==> config.mk <==
export PLATFORM = sky130hd
export DESIGN_NAME = dadda_mult_pipe
export DESIGN_NICKNAME = d
export VERILOG_FILES = /design/src/rtl/dadda_mult_pipe.sv
export SDC_FILE = /design/constraint.sdc
export NUM_CORES = 1
export LEC_CHECK = 0
export ABC_AREA = 1
export BUFFER_PORTS_ARGS = -buffer_cell sky130_fd_sc_hd__buf_2
export CAP_MARGIN = 0
export CELL_PAD_IN_SITES_DETAIL_PLACEMENT = 0
export CELL_PAD_IN_SITES_GLOBAL_PLACEMENT = 2
export CORE_MARGIN = 8
export CORE_UTILIZATION = 31
export CTS_CLUSTER_SIZE = 24
export DETAILED_ROUTE_END_ITERATION = 12
export GPL_TIMING_DRIVEN = 0
export PLACE_DENSITY = 0.77
export SLEW_MARGIN = 20
export SYNTH_ARGS = -nofsm -noshare
export SYNTH_HDL_FRONTEND = slang
export SYNTH_SLANG_ARGS = --single-unit
==> constraint.sdc <==
create_clock -name clk -period 2.9 [get_ports clk]
set_input_delay 0 -clock clk [delete_from_list [all_inputs] [get_ports clk]]
set_output_delay 0 -clock clk [all_outputs]
set_load 0.02 [all_outputs]
==> src/rtl/dadda_mult_pipe.sv <==
`default_nettype none
// ============================================================================
// Module   : dadda_mult_pipe
// Purpose  : Three-stage pipelined WIDTH x WIDTH multiplier. It handles
//            unsigned operands, or two's-complement signed operands using
//            Baugh-Wooley, as selected per transaction. A generated Dadda
//            tree reduces the partial products to two rows, and a registered
//            carry-propagate adder sums those rows. Both sides use a
//            valid/ready handshake, and one global stall enable holds every
//            stage.
// Ports    : clk, rst (sync, active-high)
//            in_valid / in_ready, a, b, sgn, in_tag  : operand side
//            out_valid / out_ready, p, out_tag       : result side
// Revision : 1.0 - initial parametrised pipelined release
// ============================================================================
module dadda_mult_pipe #(
  parameter int WIDTH = 8,
  parameter int TAG_W = 4
) (
  input  logic               clk,
  input  logic               rst,
  input  logic               in_valid,
  output logic               in_ready,
  input  logic [WIDTH-1:0]   a,
  input  logic [WIDTH-1:0]   b,
  input  logic               sgn,
  input  logic [TAG_W-1:0]   in_tag,
  output logic               out_valid,
  input  logic               out_ready,
  output logic [2*WIDTH-1:0] p,
  output logic [TAG_W-1:0]   out_tag
);

  localparam int PW   = 2 * WIDTH;
  // The tallest column is column WIDTH-1 (WIDTH products), or column WIDTH
  // (WIDTH-1 products plus the signed-mode constant).
  localparam int MAXH = WIDTH;

  // Dadda height target k: d0=2, d(k+1)=floor(1.5*dk)
  function automatic int dk(input int k);
    int d;
    d = 2;
    for (int i = 0; i < k; i++) d = (d * 3) / 2;
    return d;
  endfunction

  // Number of targets below the initial maximum height
  function automatic int num_stages(input int w);
    int d;
    int n;
    d = 2;
    n = 0;
    for (int i = 0; i < 16; i++) begin
      if (d < w) begin
        n++;
        d = (d * 3) / 2;
      end
    end
    return n;
  endfunction

  localparam int NST = num_stages(WIDTH);

  logic               adv;
  logic               v1, v2, v3;
  logic [WIDTH-1:0]   a_q, b_q;
  logic               sgn_q;
  logic [TAG_W-1:0]   tag1, tag2;
  logic [PW-1:0]      row0, row1;
  logic [PW-1:0]      row0_n, row1_n;

  assign adv       = !v3 || out_ready;
  assign in_ready  = adv;
  assign out_valid = v3;

  // Partial-product matrix followed by Dadda reduction down to two rows.
  // Column heights depend only on WIDTH, so every loop unrolls to a fixed
  // network of half and full adders.
  always_comb begin : g_reduce
    logic [MAXH-1:0] cur [PW];
    logic [MAXH-1:0] nxt [PW];
    int              hc  [PW];
    int              hn  [PW];
    int              idx;
    int              e;
    int              d;
    logic            x, y, z, bit_v;

    cur    = '{default: '0};
    nxt    = '{default: '0};
    hc     = '{default: 0};
    hn     = '{default: 0};
    idx    = 0;
    e      = 0;
    d      = 0;
    x      = 1'b0;
    y      = 1'b0;
    z      = 1'b0;
    bit_v  = 1'b0;
    row0_n = '0;
    row1_n = '0;

    for (int i = 0; i < WIDTH; i++) begin
      for (int j = 0; j < WIDTH; j++) begin
        bit_v = a_q[i] & b_q[j];
        // Baugh-Wooley: invert the terms where exactly one index is the MSB
        if (sgn_q && ((i == WIDTH-1) != (j == WIDTH-1))) bit_v = ~bit_v;
        cur[i+j][hc[i+j]] = bit_v;
        hc[i+j]++;
      end
    end
    // Baugh-Wooley correction constants, present only in signed mode
    cur[WIDTH][hc[WIDTH]] = sgn_q;
    hc[WIDTH]++;
    cur[PW-1][hc[PW-1]] = sgn_q;
    hc[PW-1]++;

    for (int s = NST-1; s >= 0; s--) begin
      d   = dk(s);
      nxt = '{default: '0};
      hn  = '{default: 0};
      for (int c = 0; c < PW; c++) begin
        idx = 0;
        // hn[c] already holds the carries from column c-1 for this stage
        for (int r = 0; r < MAXH; r++) begin
          e = hc[c] - idx + hn[c];
          if (e > d) begin
            x = cur[c][idx];
            y = cur[c][idx+1];
            if (e == d + 1) begin
              z   = 1'b0;
              idx = idx + 2;
            end else begin
              z   = cur[c][idx+2];
              idx = idx + 3;
            end
            nxt[c][hn[c]] = x ^ y ^ z;
            hn[c]++;
            // Carry out of the top column is beyond 2*WIDTH and is dropped
            if (c + 1 < PW) begin
              nxt[c+1][hn[c+1]] = (x & y) | (x & z) | (y & z);
              hn[c+1]++;
            end
          end
        end
        for (int r = 0; r < MAXH; r++) begin
          if (r >= idx && r < hc[c]) begin
            nxt[c][hn[c]] = cur[c][r];
            hn[c]++;
          end
        end
      end
      cur = nxt;
      hc  = hn;
    end

    for (int c = 0; c < PW; c++) begin
      row0_n[c] = (hc[c] > 0) ? cur[c][0] : 1'b0;
      row1_n[c] = (hc[c] > 1) ? cur[c][1] : 1'b0;
    end
  end

  // All stages advance together. When stalled, every register holds,
  // including the data registers of empty stages.
  always_ff @(posedge clk) begin
    if (rst) begin
      v1      <= 1'b0;
      v2      <= 1'b0;
      v3      <= 1'b0;
      a_q     <= '0;
      b_q     <= '0;
      sgn_q   <= 1'b0;
      tag1    <= '0;
      row0    <= '0;
      row1    <= '0;
      tag2    <= '0;
      p       <= '0;
      out_tag <= '0;
    end else if (adv) begin
      v1      <= in_valid;
      a_q     <= a;
      b_q     <= b;
      sgn_q   <= sgn;
      tag1    <= in_tag;
      v2      <= v1;
      row0    <= row0_n;
      row1    <= row1_n;
      tag2    <= tag1;
      v3      <= v2;
      p       <= row0 + row1;
      out_tag <= tag2;
    end
  end

endmodule
`default_nettype wire
==> out/qor.yml <==
run_status:
  outcome: "complete, but fails checks"
  violations: "setup timing"
logic_synthesis:
  syn-num-nets: 797
  synth_top_area_cell: "dfxtp_1"
  synth.avg_cell_area_um2: 7.02
  synth_warnings: 0
  synth_cells: 716
  synthDominantCellAreaShare: 0.311
  seq_area_frac_synth: 0.311
  ys_seq_elements: 78
  synth.distinct_cells: 25
  synth_area_mm2: 0.00503
  synth_area_leaders: "dfxtp_1, fa_1, nand2_1"
final_layout:
  nFillCells: 1711
  area_growth_pct: 23.2
  diodes: 0
  fin_nets: 874
  final_layout_size_suffix_gt1_frac: 0.152
  layout_common_cells: "nand2_1, inv_1, nor2_1"
  finalNonFillerCells: 1014
  final_common_cell: "nand2_1"
die:
  core_mm2: 0.0159
  ios: 47
  initial_core_util: 0.317
  die_area_mm2: 0.0206
  die_x_um: 143
  num_rows: 46
  die_y_um: 143
setup_path:
  arrival_ps: 3230
  crit_fanout: 6
  worst-setup-path-type: "reg2reg"
  r2r_slack_ps: -90
  critPathCaptureType: "flop"
  start_kind: "flop"
  cp.required_ps: 3140
placement:
  numPortBuffers: 46
  globalplace.congestion: 0.859
  dpl.cell_count: 978
  dpl.hpwl_um: 10900
global_routing:
  antenna_found_initial: 0
  grt_pass1_wl_um: 23600
  grt-ovfl-total: 0
  grt_max_degree: 15
  track_usage: 0.149
  grt_pass1_vias: 4543
pwr:
  peakVddDrop_mv: 0.275
  leakage_nw: 3.37
  p_total_mw: 3.10
  power_density_mw_per_mm2: 500
routing:
  drc: 0
  drt_iter0_drc: 230
  dr_total_vias: 4437
  routedWlPerCell_um: 14.0
  dr.pass1.iters: 4
  drt_wl_total_um: 14200
  ant_nets: 0
  avgViaCountPerCell: 4.38
worst_hold_path:
  hold_path.class: "in2reg"
sta:
  setup_violations: 4
  fin_skew_ps: 8.90
  finalCritPeriodShare: 1.03
  slew_viol_final: 0
  worst_pin_slew_ps: 617
  hold_violations: 0
  fmax_mhz: 335
  relSlewSlack: 0.589
  holdWs_ps: 264
  setup_ws_ps: -88.1
  rsz0062_at_grt: "yes"
  fin_crit_ps: 2990
  tns_ps: -267
clock_tree:
  cts.sinks: 78
  path_clk_slew_ps: 70
  cts_tree: "done"
  ctsHtreeMaxLevel: 3
  cts_made_buffers: 9
  cts_buffer_depth: 2
  worst_skew_pair.late_latency_ps: 340
  cts-root-buf: "clkbuf_16"
run:
  drv_cap: 0
## cells by family after synthesis
logic type	share of synthesized area
adder cells (fa/ha/maj)	0.193
XOR/XNOR	0.0314
buffers and inverters	0.134
flip-flops	0.311
AO/OA/AOI/OAI	0.112
AND/OR/NAND/NOR	0.220
## layout make-up
cell class	count	area [µm²]	share of cell area
Multi-Input combinational cell	463	2880	0.465
Clock inverter	4	35.0	0.00565
Inverter	134	508	0.0820
Clock buffer	12	256	0.0414
Timing Repair Buffer	77	532	0.0858
Buffer	30	139	0.0224
Tap cell	216	270	0.0436
Sequential cell	78	1570	0.254
## worst max-delay path, stage by stage (launching register included)
cell	delay, ps
dfxtp_2	350
clkinv_4	100
xor2_2	200
fa_1	530
inv_1	50
fa_2	520
fa_1	420
inv_2	80
fa_2	440
o21ai_2	130
nor2_1	50
## final timing paths
| path | start | endpoint | cells after the start |
|---|---|---|---|
| max | sgn_q | row1[9] | 10 |
| min | out_ready | row0[11] | 5 |
| max reg2reg | sgn_q | row1[9] | 10 |
| min reg2reg | out_tag[0] | out_tag[0] | 2 |
## Yosys cell counts, drive strengths merged
| cell | n |
|---|---|
| a211oi | 1 |
| xor2 | 18 |
| fa | 36 |
| nor2 | 119 |
| clkinv | 1 |
| buf | 9 |
| o211ai | 1 |
| dfxtp | 78 |
| a21oi | 23 |
| inv | 133 |
| clkbuf | 32 |
| o21bai | 6 |
| nand2 | 137 |
| nand4 | 4 |
| and2 | 1 |
| nand3 | 20 |
| a31oi | 1 |
| o21ai | 76 |
| ha | 20 |
## registers in the layout, summed over array words and instances (netlist names)
signal     flops
sgn_q          1
v2             1
row1          14
b_q            8
p             16
tag1           4
out_valid      1
row0          16
a_q            8
tag2           4
out_tag        4
v1             1
## power by group
part	switching, mW	internal [mW]
combinational	0.434	0.287
clock	0.488	0.640
sequential	0.0742	1.18
## layer usage
layer	track usage	wire [µm]	up-vias
met5	0	0	-
met4	0.0493	323	0
met3	0.0348	594	17
met2	0.253	6740	67
met1	0.182	6500	2043
li1	-	-	2310
## what timing repair did
action                                  in CTS  in global routing
hold endpoints to repair                    24                  0
endpoints found under the setup margin      10                 13
pin swaps                                   12                 10
hold buffers                                23                  0
buffers inserted                             7                  1
gates resized for setup                     27                 29
## stage by stage
step,area (µm²),util,setup WS [ps]
5_1_grt,6200,0.390,-187
3_5_place_dp,5560,0.350,-253
6_report,6200,0.390,-88.1
2_1_floorplan,5060,-,-13.9
3_3_place_gp,5560,0.350,-280
4_1_cts,6170,0.388,-121
Power figures use the tool's default switching activity.
